`config.mk`:
```
export PLATFORM = sky130hd
export DESIGN_NAME = multicycle_control_unit
export DESIGN_NICKNAME = d
export VERILOG_FILES = /design/src/rtl/multicycle_control_unit.sv
export SDC_FILE = /design/constraint.sdc
export NUM_CORES = 1
export LEC_CHECK = 0
export BUFFER_PORTS_ARGS = -buffer_cell sky130_fd_sc_hd__buf_2
export CORE_MARGIN = 2
export CORE_UTILIZATION = 52
export CTS_CLUSTER_DIAMETER = 150
export DETAILED_ROUTE_END_ITERATION = 12
export GPL_ROUTABILITY_DRIVEN = 0
export PLACE_DENSITY = 0.82
export SKIP_LAST_GASP = 1
export SYNTH_ARGS = -nofsm -noshare
export SYNTH_HDL_FRONTEND = slang
export SYNTH_SLANG_ARGS = --single-unit
```
`constraint.sdc`:
```
create_clock -name clk -period 3.55 [get_ports clk]
set_input_delay 0.5325 -clock clk [delete_from_list [all_inputs] [get_ports clk]]
set_output_delay 0.5325 -clock clk [all_outputs]
set_load 0.01 [all_outputs]
```
`src/rtl/multicycle_control_unit.sv`:
```
// Multi-cycle RV32I control FSM: FETCH/DECODE/EXEC/MEM/WB with a data-memory timeout and sticky trap.
// Optional macro CTRL_RETIRE_CNT_EN adds the instret retired-instruction counter output.
module multicycle_control_unit #(
  parameter int          ALUSEL_W    = 4,
  parameter int          MEM_TIMEOUT = 15,
  parameter logic [31:0] NOP_INS     = 32'h00000013
) (
  input  logic                clk,
  input  logic                rst,
  input  logic [31:0]         ins,
  input  logic                iready,
  input  logic                dready,
  input  logic                breq,
  input  logic                brlt,
  output logic                irwen,
  output logic                pcwen,
  output logic                pcsel,
  output logic                regwen,
  output logic                asel,
  output logic                bsel,
  output logic                brun,
  output logic                memr,
  output logic                memw,
  output logic [1:0]          wbsel,
  output logic [ALUSEL_W-1:0] alusel,
  output logic [2:0]          immsel,
  output logic                trap,
  output logic [1:0]          trap_cause,
  output logic [2:0]          state
`ifdef CTRL_RETIRE_CNT_EN
  ,
  output logic [31:0]         instret
`endif
);

  // Handshakes: instruction accepted on any FETCH cycle with iready=1; a data
  // access completes on the first MEM cycle with dready=1 (memr/memw held until then).
  typedef enum logic [2:0] {
    S_FETCH  = 3'd0,
    S_DECODE = 3'd1,
    S_EXEC   = 3'd2,
    S_MEM    = 3'd3,
    S_WB     = 3'd4,
    S_TRAP   = 3'd7
  } state_t;

  localparam logic [ALUSEL_W-1:0] ALU_ADD  = ALUSEL_W'(0);
  localparam logic [ALUSEL_W-1:0] ALU_SUB  = ALUSEL_W'(1);
  localparam logic [ALUSEL_W-1:0] ALU_AND  = ALUSEL_W'(2);
  localparam logic [ALUSEL_W-1:0] ALU_OR   = ALUSEL_W'(3);
  localparam logic [ALUSEL_W-1:0] ALU_XOR  = ALUSEL_W'(4);
  localparam logic [ALUSEL_W-1:0] ALU_SLL  = ALUSEL_W'(5);
  localparam logic [ALUSEL_W-1:0] ALU_SRL  = ALUSEL_W'(6);
  localparam logic [ALUSEL_W-1:0] ALU_SRA  = ALUSEL_W'(7);
  localparam logic [ALUSEL_W-1:0] ALU_SLT  = ALUSEL_W'(8);
  localparam logic [ALUSEL_W-1:0] ALU_SLTU = ALUSEL_W'(9);
  localparam logic [ALUSEL_W-1:0] ALU_PASB = ALUSEL_W'(10);

  localparam logic [2:0] IMM_I = 3'd1;
  localparam logic [2:0] IMM_S = 3'd2;
  localparam logic [2:0] IMM_B = 3'd3;
  localparam logic [2:0] IMM_J = 3'd4;
  localparam logic [2:0] IMM_U = 3'd5;

  localparam logic [7:0] TIMEOUT_LIM = 8'(MEM_TIMEOUT);

  state_t      state_q, state_d;
  logic [31:0] ir;
  logic [7:0]  tcnt_q, tcnt_d;
  logic        trap_q, trap_d;
  logic [1:0]  cause_q, cause_d;

  logic [6:0] opcode;
  logic [4:0] rd;
  logic [2:0] funct3;
  logic [6:0] funct7;
  logic       unused_ir;

  assign opcode    = ir[6:0];
  assign rd        = ir[11:7];
  assign funct3    = ir[14:12];
  assign funct7    = ir[31:25];
  assign unused_ir = ^ir[24:15];

  logic is_op, is_opimm, is_load, is_store, is_branch, is_jal, is_jalr, is_lui, is_auipc;
  assign is_op     = (opcode == 7'b0110011);
  assign is_opimm  = (opcode == 7'b0010011);
  assign is_load   = (opcode == 7'b0000011);
  assign is_store  = (opcode == 7'b0100011);
  assign is_branch = (opcode == 7'b1100011);
  assign is_jal    = (opcode == 7'b1101111);
  assign is_jalr   = (opcode == 7'b1100111);
  assign is_lui    = (opcode == 7'b0110111);
  assign is_auipc  = (opcode == 7'b0010111);

  logic legal;
  always_comb begin
    legal = 1'b0;
    if (is_op)
      legal = (funct7 == 7'b0000000) ||
              (funct7 == 7'b0100000 && (funct3 == 3'b000 || funct3 == 3'b101));
    else if (is_opimm) begin
      if (funct3 == 3'b001)      legal = (funct7 == 7'b0000000);
      else if (funct3 == 3'b101) legal = (funct7 == 7'b0000000) || (funct7 == 7'b0100000);
      else                       legal = 1'b1;
    end
    else if (is_load || is_store) legal = (funct3 == 3'b010);
    else if (is_branch)           legal = (funct3 != 3'b010) && (funct3 != 3'b011);
    else if (is_jalr)             legal = (funct3 == 3'b000);
    else if (is_jal || is_lui || is_auipc) legal = 1'b1;
  end

  // funct7[5] selects SUB only for register-register ops; for shifts it selects SRA.
  logic [ALUSEL_W-1:0] alu_fn;
  always_comb begin
    case (funct3)
      3'b000:  alu_fn = (is_op && funct7[5]) ? ALU_SUB : ALU_ADD;
      3'b001:  alu_fn = ALU_SLL;
      3'b010:  alu_fn = ALU_SLT;
      3'b011:  alu_fn = ALU_SLTU;
      3'b100:  alu_fn = ALU_XOR;
      3'b101:  alu_fn = funct7[5] ? ALU_SRA : ALU_SRL;
      3'b110:  alu_fn = ALU_OR;
      default: alu_fn = ALU_AND;
    endcase
  end

  logic taken;
  always_comb begin
    case (funct3)
      3'b000:          taken = breq;
      3'b001:          taken = ~breq;
      3'b100, 3'b110:  taken = brlt;
      3'b101, 3'b111:  taken = ~brlt;
      default:         taken = 1'b0;
    endcase
  end

  always_comb begin
    state_d = state_q;
    tcnt_d  = tcnt_q;
    trap_d  = trap_q;
    cause_d = cause_q;
    irwen   = 1'b0;
    pcwen   = 1'b0;
    pcsel   = 1'b0;
    regwen  = 1'b0;
    asel    = 1'b0;
    bsel    = 1'b0;
    brun    = 1'b0;
    memr    = 1'b0;
    memw    = 1'b0;
    wbsel   = 2'b00;
    alusel  = ALU_ADD;
    immsel  = 3'd0;

    // Datapath selects stay stable from EXEC through WB so the ALU result
    // (address, jump target, writeback value) does not change mid-instruction.
    if (state_q == S_EXEC || state_q == S_MEM || state_q == S_WB) begin
      if (is_op) begin
        asel = 1'b1; bsel = 1'b1; alusel = alu_fn;
      end else if (is_opimm) begin
        asel = 1'b1; immsel = IMM_I; alusel = alu_fn;
      end else if (is_load || is_jalr) begin
        asel = 1'b1; immsel = IMM_I;
      end else if (is_store) begin
        asel = 1'b1; immsel = IMM_S;
      end else if (is_branch) begin
        immsel = IMM_B; brun = funct3[1];
      end else if (is_jal) begin
        immsel = IMM_J;
      end else if (is_lui) begin
        immsel = IMM_U; alusel = ALU_PASB;
      end else if (is_auipc) begin
        immsel = IMM_U;
      end
    end

    case (state_q)
      S_FETCH: begin
        irwen = iready;
        if (iready) state_d = S_DECODE;
      end
      S_DECODE: begin
        if (legal) state_d = S_EXEC;
        else begin
          state_d = S_TRAP; trap_d = 1'b1; cause_d = 2'b01;
        end
      end
      S_EXEC: begin
        tcnt_d = 8'd0;
        if (is_branch) begin
          pcwen = 1'b1; pcsel = taken; state_d = S_FETCH;
        end else if (is_load || is_store) state_d = S_MEM;
        else state_d = S_WB;
      end
      S_MEM: begin
        memr = is_load;
        memw = is_store;
        if (dready) begin
          if (is_store) begin
            pcwen = 1'b1; state_d = S_FETCH;
          end else state_d = S_WB;
        end else begin
          tcnt_d = tcnt_q + 8'd1;
          if (tcnt_d == TIMEOUT_LIM) begin
            state_d = S_TRAP; trap_d = 1'b1; cause_d = 2'b10;
          end
        end
      end
      S_WB: begin
        regwen  = (rd != 5'd0);
        wbsel   = is_load ? 2'b00 : ((is_jal || is_jalr) ? 2'b11 : 2'b01);
        pcwen   = 1'b1;
        pcsel   = is_jal || is_jalr;
        state_d = S_FETCH;
      end
      S_TRAP:  state_d = S_TRAP;
      default: state_d = S_TRAP;
    endcase
  end

  always_ff @(posedge clk) begin
    if (rst) begin
      state_q <= S_FETCH;
      ir      <= NOP_INS;
      tcnt_q  <= 8'd0;
      trap_q  <= 1'b0;
      cause_q <= 2'b00;
    end else begin
      state_q <= state_d;
      tcnt_q  <= tcnt_d;
      trap_q  <= trap_d;
      cause_q <= cause_d;
      if (irwen) ir <= ins;
    end
  end

  assign state      = state_q;
  assign trap       = trap_q;
  assign trap_cause = cause_q;

`ifdef CTRL_RETIRE_CNT_EN
  logic [31:0] instret_q;
  always_ff @(posedge clk) begin
    if (rst)        instret_q <= 32'd0;
    else if (pcwen) instret_q <= instret_q + 32'd1;
  end
  assign instret = instret_q;
`endif

endmodule

```
==> flow_summary.yaml, run 1 <==
floorplan:
  core_region_area_sq_um: 3740
  num_rows: 22
  die_h_um: 67.1
  ioPinCount: 62
  die_area_sq_um: 4500
  start_util: 0.552
  chipWidth_um: 67.1
finish:
  nets: 366
  area_growth_pct: 16.1
  layout_commonest_cell: "nand2_1"
  num_antenna_cells: 0
  drive_above_1_share: 0.232
  finalInstanceArea_sq_um: 2400
  layout_common_cells: "nand2_1 (66), buf_2 (51), dfxtp_1 (36), a21oi_1 (33), nor2_1 (23)"
placement:
  placed_area_sq_um: 2310
  hpwl_mm: 3.61
  place_ws_ns: 1.28
  io_buffers: 51
outcome:
  outcome: "completed"
sta:
  final_max_slew_viol_count: 0
  min_period_ns: 2.60
  hold_slack_ns: 0.453
  maxSlewHeadroom: 0.549
  setup_slack_ns: 0.950
  setup_viol: 0
  max_freq_ghz: 0.385
  tightest_slew_ns: 0.668
  rsz0062_at_grt: "no"
  hold_viol: 0
  min_period_over_period: 0.732
  fin_tns_setup_ns: 0
  fin_skew_ns: 0.00716
power:
  p_switching_mw: 0.480
  powerDensity_nw_per_um2: 521
  internal_power_mw: 0.772
  clkPwrFrac: 0.227
  swShare: 0.383
  ir_worst_vdd_mv: 0.407
  power_mw: 1.25
  comb_power_share: 0.327
  pwr-share-seq: 0.446
  leakage_nw: 0.998
synth:
  syn_avg_cell_area_sq_um: 7.26
  syn_area_sq_um: 2070
  synthArstFlopShare: 0
  synth-seq-cells: 36
  synthDistinctLibCells: 55
  synth_flop_cell: "dfxtp_1"
  syn_inst: 285
  ys_seq_area_frac: 0.348
  syn-num-nets: 325
  yosys_warnings: 0
  synth_edf_count: 0
route:
  first_pass_iters: 4
  drt-wirelength-per-cell_um: 13.5
  drt-total-wl_mm: 5.05
  drtAntennaViolNets: 0
  drc: 0
  vias: 2137
  drtIter0Drc: 221
  vias_per_cell: 5.70
clock_network:
  numCtsBuffers: 5
  clock-sinks: 36
  cts_tree: "done"
  clock_path_buffers: 2
  clk_pin_slew_ns: 0.07
  cts-root-buf: "clkbuf_8"
  h-tree-depth: 2
  clk_latency_ns: 0.29
  cts_hold_buf: 0
  cts-resized-gates: 0
  post_cts_buffers: 0
critical_path:
  cp_data_required_time_ns: 3.02
  worst-setup-path-type: "flop to output port"
  cp-startpoint: "ir[5]"
  cp_max_fo: 11
  rr_startpoint: "tcnt_q[1]"
  crit_arrival_ns: 2.07
  end_kind: "output port"
  start_kind: "flop"
grt:
  grt_pass1_vias: 1799
  antenna_found_initial: 0
  grt_usage: 0.239
  grt_pass1_wl_mm: 8.25
  grt.overflow.total: 0
  grt_max_degree: 31
hold_path:
  hold_path_class: "flop to flop"
  min-delay-start: "ir[27]"
flow_run:
  maxCapViolCount: 0
==> metrics by stage <==
stage	std cells	util
after floorplan	285	-
after global placement	367	0.618
after detailed placement	367	0.618
after CTS	375	0.641
after global routing	375	0.641
final	375	0.641
==> power groups by stage <==
stage / logic (mW) / registers [mW] / clock network (mW)
global placement: 0.396 / 0.563 / 0
CTS: 0.409 / 0.556 / 0.289
detailed placement: 0.406 / 0.565 / 0
global route: 0.458 / 0.571 / 0.309
floorplan: 0.345 / 0.510 / 0
finish: 0.409 / 0.558 / 0.284
==> cell type report <==
type                            instances  area (sq um)
Sequential cell                        36           721
Fill cell                             358          1340
Tap cell                               48          60.1
Timing Repair Buffer                   53           270
Inverter                               10          37.5
Multi-Input combinational cell        220          1220
Clock inverter                          3          18.8
Clock buffer                            5          68.8
==> metal layers <==
layer	share of wire	wire length, um	GRT usage	vias to the layer above
li1	-	-	-	1083
met1	0.45	2280	0.314	961
met2	0.46	2310	0.386	82
met3	0.073	367	0.0591	11
met4	0.017	85	0.0689	0
met5	0	0	0	-
==> critical path: stages, from the launching register on <==
cell and delay, ns:
dfxtp_1 0.55, nor2b_1 0.28, and2_1 0.23, nand4_1 0.15, a2111oi_0 0.29, or2_2 0.17
buf_2 0.12
==> cell families after synthesis <==
kind of cell,Yosys count,share of synthesized area
buffers and inverters,29,0.0593
DFF,36,0.348
and+or+nand+nor,140,0.320
xor gates and xnor gates,2,0.00847
adders and majority gates,2,0.0121
AOI/OAI and AO/OA,75,0.247
muxes,1,0.00484
==> state kept, by name (all words and copies together) (netlist names) <==
signal,flops
trap_cause,2
trap,1
state,3
tcnt_q,8
ir,22
==> cells in the mapped netlist, types with 4 or more instances <==
master / number / share of area
nor3b_1: 5 / 0.018
buf_2: 7 / 0.017
clkbuf_1: 10 / 0.018
nor3_1: 7 / 0.017
a31oi_1: 4 / 0.012
nand2_1: 66 / 0.12
a21oi_1: 33 / 0.080
nor2b_1: 5 / 0.015
dfxtp_1: 36 / 0.35
nand3_1: 8 / 0.019
and3_1: 8 / 0.024
nor2_1: 23 / 0.042
o21ai_0: 7 / 0.017
inv_1: 10 / 0.018
nand2b_1: 4 / 0.012
==> worst paths after layout <==
check	to	slack, ns	cells past startpoint
setup / recovery	pcsel	0.95	6
hold reg to reg	ir[27]	0.45	2
hold / removal	ir[27]	0.45	2
setup reg to reg	trap	1.57	6
(Power assumes the default switching activity.)
==> run 2: changes to the inputs <==
Settings changed: CORE_UTILIZATION 52 to 51, PLACE_DENSITY 0.82 to 0.81.
Clock period 3.55 ns to 2.5 ns, I/O delays scaled along.
==> flow_summary.yaml, run 2 (synthesized netlist as in run 1, its figures left out) <==
outcome:
  outcome: "completed"
clock_network:
  cts_tree: "done"
  clock_path_buffers: 2
  clk_pin_slew_ns: 0.07
  clk_latency_ns: 0.28
  cts-root-buf: "clkbuf_8"
  post_cts_buffers: 0
  numCtsBuffers: 5
  cts_hold_buf: 0
  clock-sinks: 36
  h-tree-depth: 2
  cts-resized-gates: 0
sta:
  fin_skew_ns: 0.00370
  maxSlewHeadroom: 0.525
  rsz0062_at_grt: "no"
  final_max_slew_viol_count: 0
  fin_tns_setup_ns: 0
  max_freq_ghz: 0.439
  hold_viol: 0
  tightest_slew_ns: 0.704
  min_period_ns: 2.28
  min_period_over_period: 0.910
  hold_slack_ns: 0.312
  setup_viol: 0
floorplan:
  ioPinCount: 62
  num_rows: 23
  die_h_um: 67.7
  die_area_sq_um: 4580
  chipWidth_um: 67.7
  start_util: 0.525
  core_region_area_sq_um: 3940
power:
  power_mw: 1.88
  powerDensity_nw_per_um2: 767
  leakage_nw: 1.02
  ir_worst_vdd_mv: 0.449
critical_path:
  cp_max_fo: 8
  reg2reg_slack_ns: 0.42
  r2r-end: "trap"
  reg2reg_depth: 6
  cp_data_required_time_ns: 2.12
  start_kind: "flop"
  end_kind: "output port"
  worst-setup-path-type: "flop to output port"
  rr_startpoint: "tcnt_q[1]"
  crit_arrival_ns: 1.90
grt:
  grt_pass1_wl_mm: 8.33
  antenna_found_initial: 0
  grt_pass1_vias: 1864
  grt_max_degree: 30
  grt.overflow.total: 0
  grt_usage: 0.239
route:
  vias: 2160
  drt-total-wl_mm: 5.26
  drc: 0
  vias_per_cell: 5.68
  first_pass_iters: 4
  drtAntennaViolNets: 0
  drt-wirelength-per-cell_um: 13.8
  drtIter0Drc: 193
finish:
  multi_input_area_sq_um: 1220
  area_growth_pct: 18.3
  largest_register_ffs: 22
  largest-register: "ir"
  ff_latch_area_sq_um: 721
  num_antenna_cells: 0
  nets: 369
  drive_above_1_share: 0.236
  layout_common_cells: "nand2_1 (66), buf_2 (51), dfxtp_1 (36), a21oi_1 (33), nor2_1 (23)"
  layout_commonest_cell: "nand2_1"
  fillerInstances: 370
flow_run:
  maxCapViolCount: 0
placement:
  io_buffers: 51
  hpwl_mm: 3.64
hold_path:
  min-delay-start: "ins[0]"
  holdPathEnd: "ir[0]"
  hold_path_class: "input port to flop"
  hold_path_depth: 3
## run 2: cell count changes in the layout (fill, tap and decap cells not counted)
cell       before  now
buf_4           2    5
clkbuf_1        0    1
clkinv_4        1    0
bufinv_16       0    1
clkinv_2        2    1
## run 2: report_power, final
group / internal, mW / leakage [nW] / switching (mW)
Clock: 0.296 / 0.0552 / 0.200
Sequential: 0.660 / 0.294 / 0.118
Combinational: 0.247 / 0.670 / 0.356
## run 2: worst max path at each step
stage	start	to	slack [ns]	cells past startpoint
detailed placement	tcnt_q[1]	trap	0.55	6
floorplan	ir[4]	pcsel	0.72	5
global placement	ir[4]	pcsel	0.59	6
CTS	ir[4]	pcsel	0.24	6
global route	ir[4]	pcsel	0.03	6
finish	ir[4]	pcsel	0.22	6
## run 2: final cells by class
| class | count | share of cell area |
|---|---|---|
| clock buffer | 6 | 0.0297 |
| timing repair buffer | 56 | 0.120 |
| multi-input combinational | 220 | 0.501 |
| clock inverter | 2 | 0.0143 |
| sequential | 36 | 0.295 |
| inverter | 10 | 0.0153 |
| tap | 50 | 0.0256 |
## run 2: critical path: stages, from the launching register on
cell       delay (ns)
dfxtp_1          0.40
nor2b_1          0.28
and2_1           0.24
nand4_1          0.14
a2111oi_0        0.28
or2_2            0.17
buf_2            0.11
## run 2: through the flow
stage	utilization	cells	setup slack (ns)	instance area, sq um
floorplan	-	285	0.720	2070
global placement	0.593	372	0.586	2340
finish	0.620	380	0.224	2450
detailed placement	0.593	372	0.548	2340
CTS	0.620	380	0.237	2450
global route	0.620	380	0.0269	2450
## run 2: routing by layer
layer / wire length (um) / track usage / vias to the layer above
met4: 96 / 0.122 / 0
met5: 0 / 0 / -
li1: - / - / 1082
met3: 390 / 0.0500 / 10
met1: 2290 / 0.323 / 980
met2: 2480 / 0.355 / 88
==> run 3: changes to the inputs <==
Settings changed: ABC_AREA from default to 1.
==> flow_summary.yaml, run 3 <==
outcome:
  outcome: "completed"
grt:
  busiest_layer: "met2"
  grt_max_degree: 38
  antenna_found_initial: 0
  grt_util_met2: 0.386
  grt.met3_usage: 0.0467
  grt_pass1_wl_mm: 7.81
  grt_usage: 0.228
  met1_usage: 0.286
  grt_pass1_vias: 1855
  grt.overflow.total: 0
clock_network:
  h-tree-depth: 2
  post_cts_buffers: 0
  numCtsBuffers: 5
  cts_hold_buf: 0
  cts-root-buf: "clkbuf_8"
  clk_latency_ns: 0.29
  clock-sinks: 36
  clk_pin_slew_ns: 0.07
  clock_path_buffers: 2
  cts_tree: "done"
sta:
  maxSlewHeadroom: 0.587
  fin_tns_setup_ns: 0
  setup_slack_ns: 0.193
  setup_viol: 0
  min_period_ns: 2.31
  fin_skew_ns: 0.00734
  hold_viol: 0
  tightest_slew_ns: 0.619
  rsz0062_at_grt: "no"
  max_freq_ghz: 0.433
  final_max_slew_viol_count: 0
  min_period_over_period: 0.923
synth:
  syn_avg_cell_area_sq_um: 6.71
  synthArstFlopShare: 0
  synth_most_common_cell: "nand2_1"
  yosys_warnings: 0
  synth.area.top_cells: "dfxtp_1 (35%), nand2_1 (11%), a21oi_1 (8.3%), inv_1 (6.6%), o21ai_0 (5.4%)"
  netlist.area_leader.share: 0.351
  synth_flop_cell: "dfxtp_1"
  synth-seq-cells: 36
  synthDistinctLibCells: 38
  synth.largest_area_cell: "dfxtp_1"
  syn_area_sq_um: 2050
  ys_seq_area_frac: 0.351
  syn_inst: 306
  synthTopCellsByCount: "nand2_1 (61), dfxtp_1 (36), inv_1 (36), a21oi_1 (34), nor2_1 (28)"
  syn-num-nets: 346
  synth_edf_count: 0
route:
  drt-wirelength-per-cell_um: 11.8
  drt-total-wl_mm: 4.80
  vias_per_cell: 5.09
  vias: 2071
  drtAntennaViolNets: 0
  drtIter0Drc: 133
  drc: 0
  first_pass_iters: 4
floorplan:
  start_util: 0.520
  core_region_area_sq_um: 3940
  die_h_um: 67.4
  num_rows: 23
  ioPinCount: 62
  chipWidth_um: 67.4
  die_area_sq_um: 4550
finish:
  drive_above_1_share: 0.258
  ff_latch_area_sq_um: 721
  layout_common_cells: "nand2_1 (61), buf_2 (51), inv_1 (36), dfxtp_1 (36), a21oi_1 (34)"
  fillerInstances: 358
  num_antenna_cells: 0
  largest_register_ffs: 22
  layout_commonest_cell: "nand2_1"
  multi_input_area_sq_um: 1120
  area_growth_pct: 18.9
  nets: 396
  fin_cells: 407
  largest-register: "ir"
placement:
  place_inst: 399
  hpwl_mm: 3.50
  io_buffers: 51
  place_ws_ns: 0.454
critical_path:
  start_kind: "flop"
  crit_arrival_ns: 1.93
  end_kind: "output port"
  worst-setup-path-type: "flop to output port"
  cp_data_required_time_ns: 2.12
  cp_max_fo: 7
flow_run:
  maxCapViolCount: 0
hold_path:
  hold_path_class: "input port to flop"
power:
  powerDensity_nw_per_um2: 1040
  ir_worst_vdd_mv: 0.655
  leakage_nw: 1.14
==> run 3: changes by cell type in the layout (fill, tap and decap cells not counted), sizes merged, moves of 5 or more <==
cell and delta:
buf -5, and3 -6, nand3 +12, nor2b -5, inv +35, o21ai +16
nor2 +12
==> run 3: report_power, final <==
group,internal [mW],switching (mW),leakage [nW],total (mW)
Combinational,0.394,0.759,0.792,1.15
Clock,0.295,0.228,0.0541,0.523
Sequential,0.740,0.122,0.296,0.862
Total,1.43,1.11,1.14,2.54
==> run 3: critical path: stages, from the launching register on <==
cell,delay [ns]
dfxtp_1,0.35
nand2_2,0.09
nor3_4,0.22
and3_2,0.34
nand2_1,0.12
nand2_1,0.07
nand3_1,0.08
a211oi_2,0.20
buf_2,0.17
==> run 3: area by class of cell <==
cell class / instances / area share
clock buffer: 5 / 0.0282
clock inverter: 3 / 0.0174
inverter: 45 / 0.0692
multi-input combinational: 217 / 0.459
sequential: 36 / 0.295
tap: 50 / 0.0256
timing repair buffer: 51 / 0.105
==> run 3: final timing paths <==
| path | startpoint | slack (ns) | cells past startpoint | end |
|---|---|---|---|---|
| min reg2reg | trap_cause[1] | 0.44 | 2 | trap_cause[1] |
| max | ir[1] | 0.19 | 8 | alusel[0] |
| min | ins[0] | 0.30 | 3 | ir[0] |
| max reg2reg | tcnt_q[1] | 0.85 | 11 | trap_cause[0] |
==> run 3: layer usage <==
| layer | vias to the layer above | routed length [um] |
|---|---|---|
| li1 | 1097 | - |
| met1 | 915 | 2220 |
| met2 | 49 | 2280 |
| met3 | 10 | 218 |
| met4 | 0 | 74 |
| met5 | - | 0 |
==> run 3: cells by family (layout without fill, tap and decap cells) <==
family,after synthesis,in the layout,share of synthesized area
buffers and inverters,53,104,0.103
XOR/XNOR,2,2,0.00854
AO/OA/AOI/OAI,69,69,0.185
flip-flops,36,36,0.351
AND/OR/NAND/NOR,144,144,0.340
adder cells (fa/ha/maj),2,2,0.0122
==> run 3: stage by stage <==
stage / hold WS (ns) / area [sq um] / utilization / power (mW)
2_1_floorplan: 0.428 / 2050 / - / 1.76
3_3_place_gp: 0.433 / 2330 / 0.590 / 1.99
3_5_place_dp: 0.433 / 2330 / 0.590 / 2.02
4_1_cts: 0.297 / 2440 / 0.619 / 2.54
5_1_grt: 0.313 / 2440 / 0.619 / 2.74
6_report: 0.297 / 2440 / 0.619 / 2.54
==> run 3: what timing repair did <==
item / 4_1_cts / 5_1_grt
gates resized for setup: 0 / 1
setup endpoints to repair: 0 / 1
hold endpoints to repair: 0 / 0
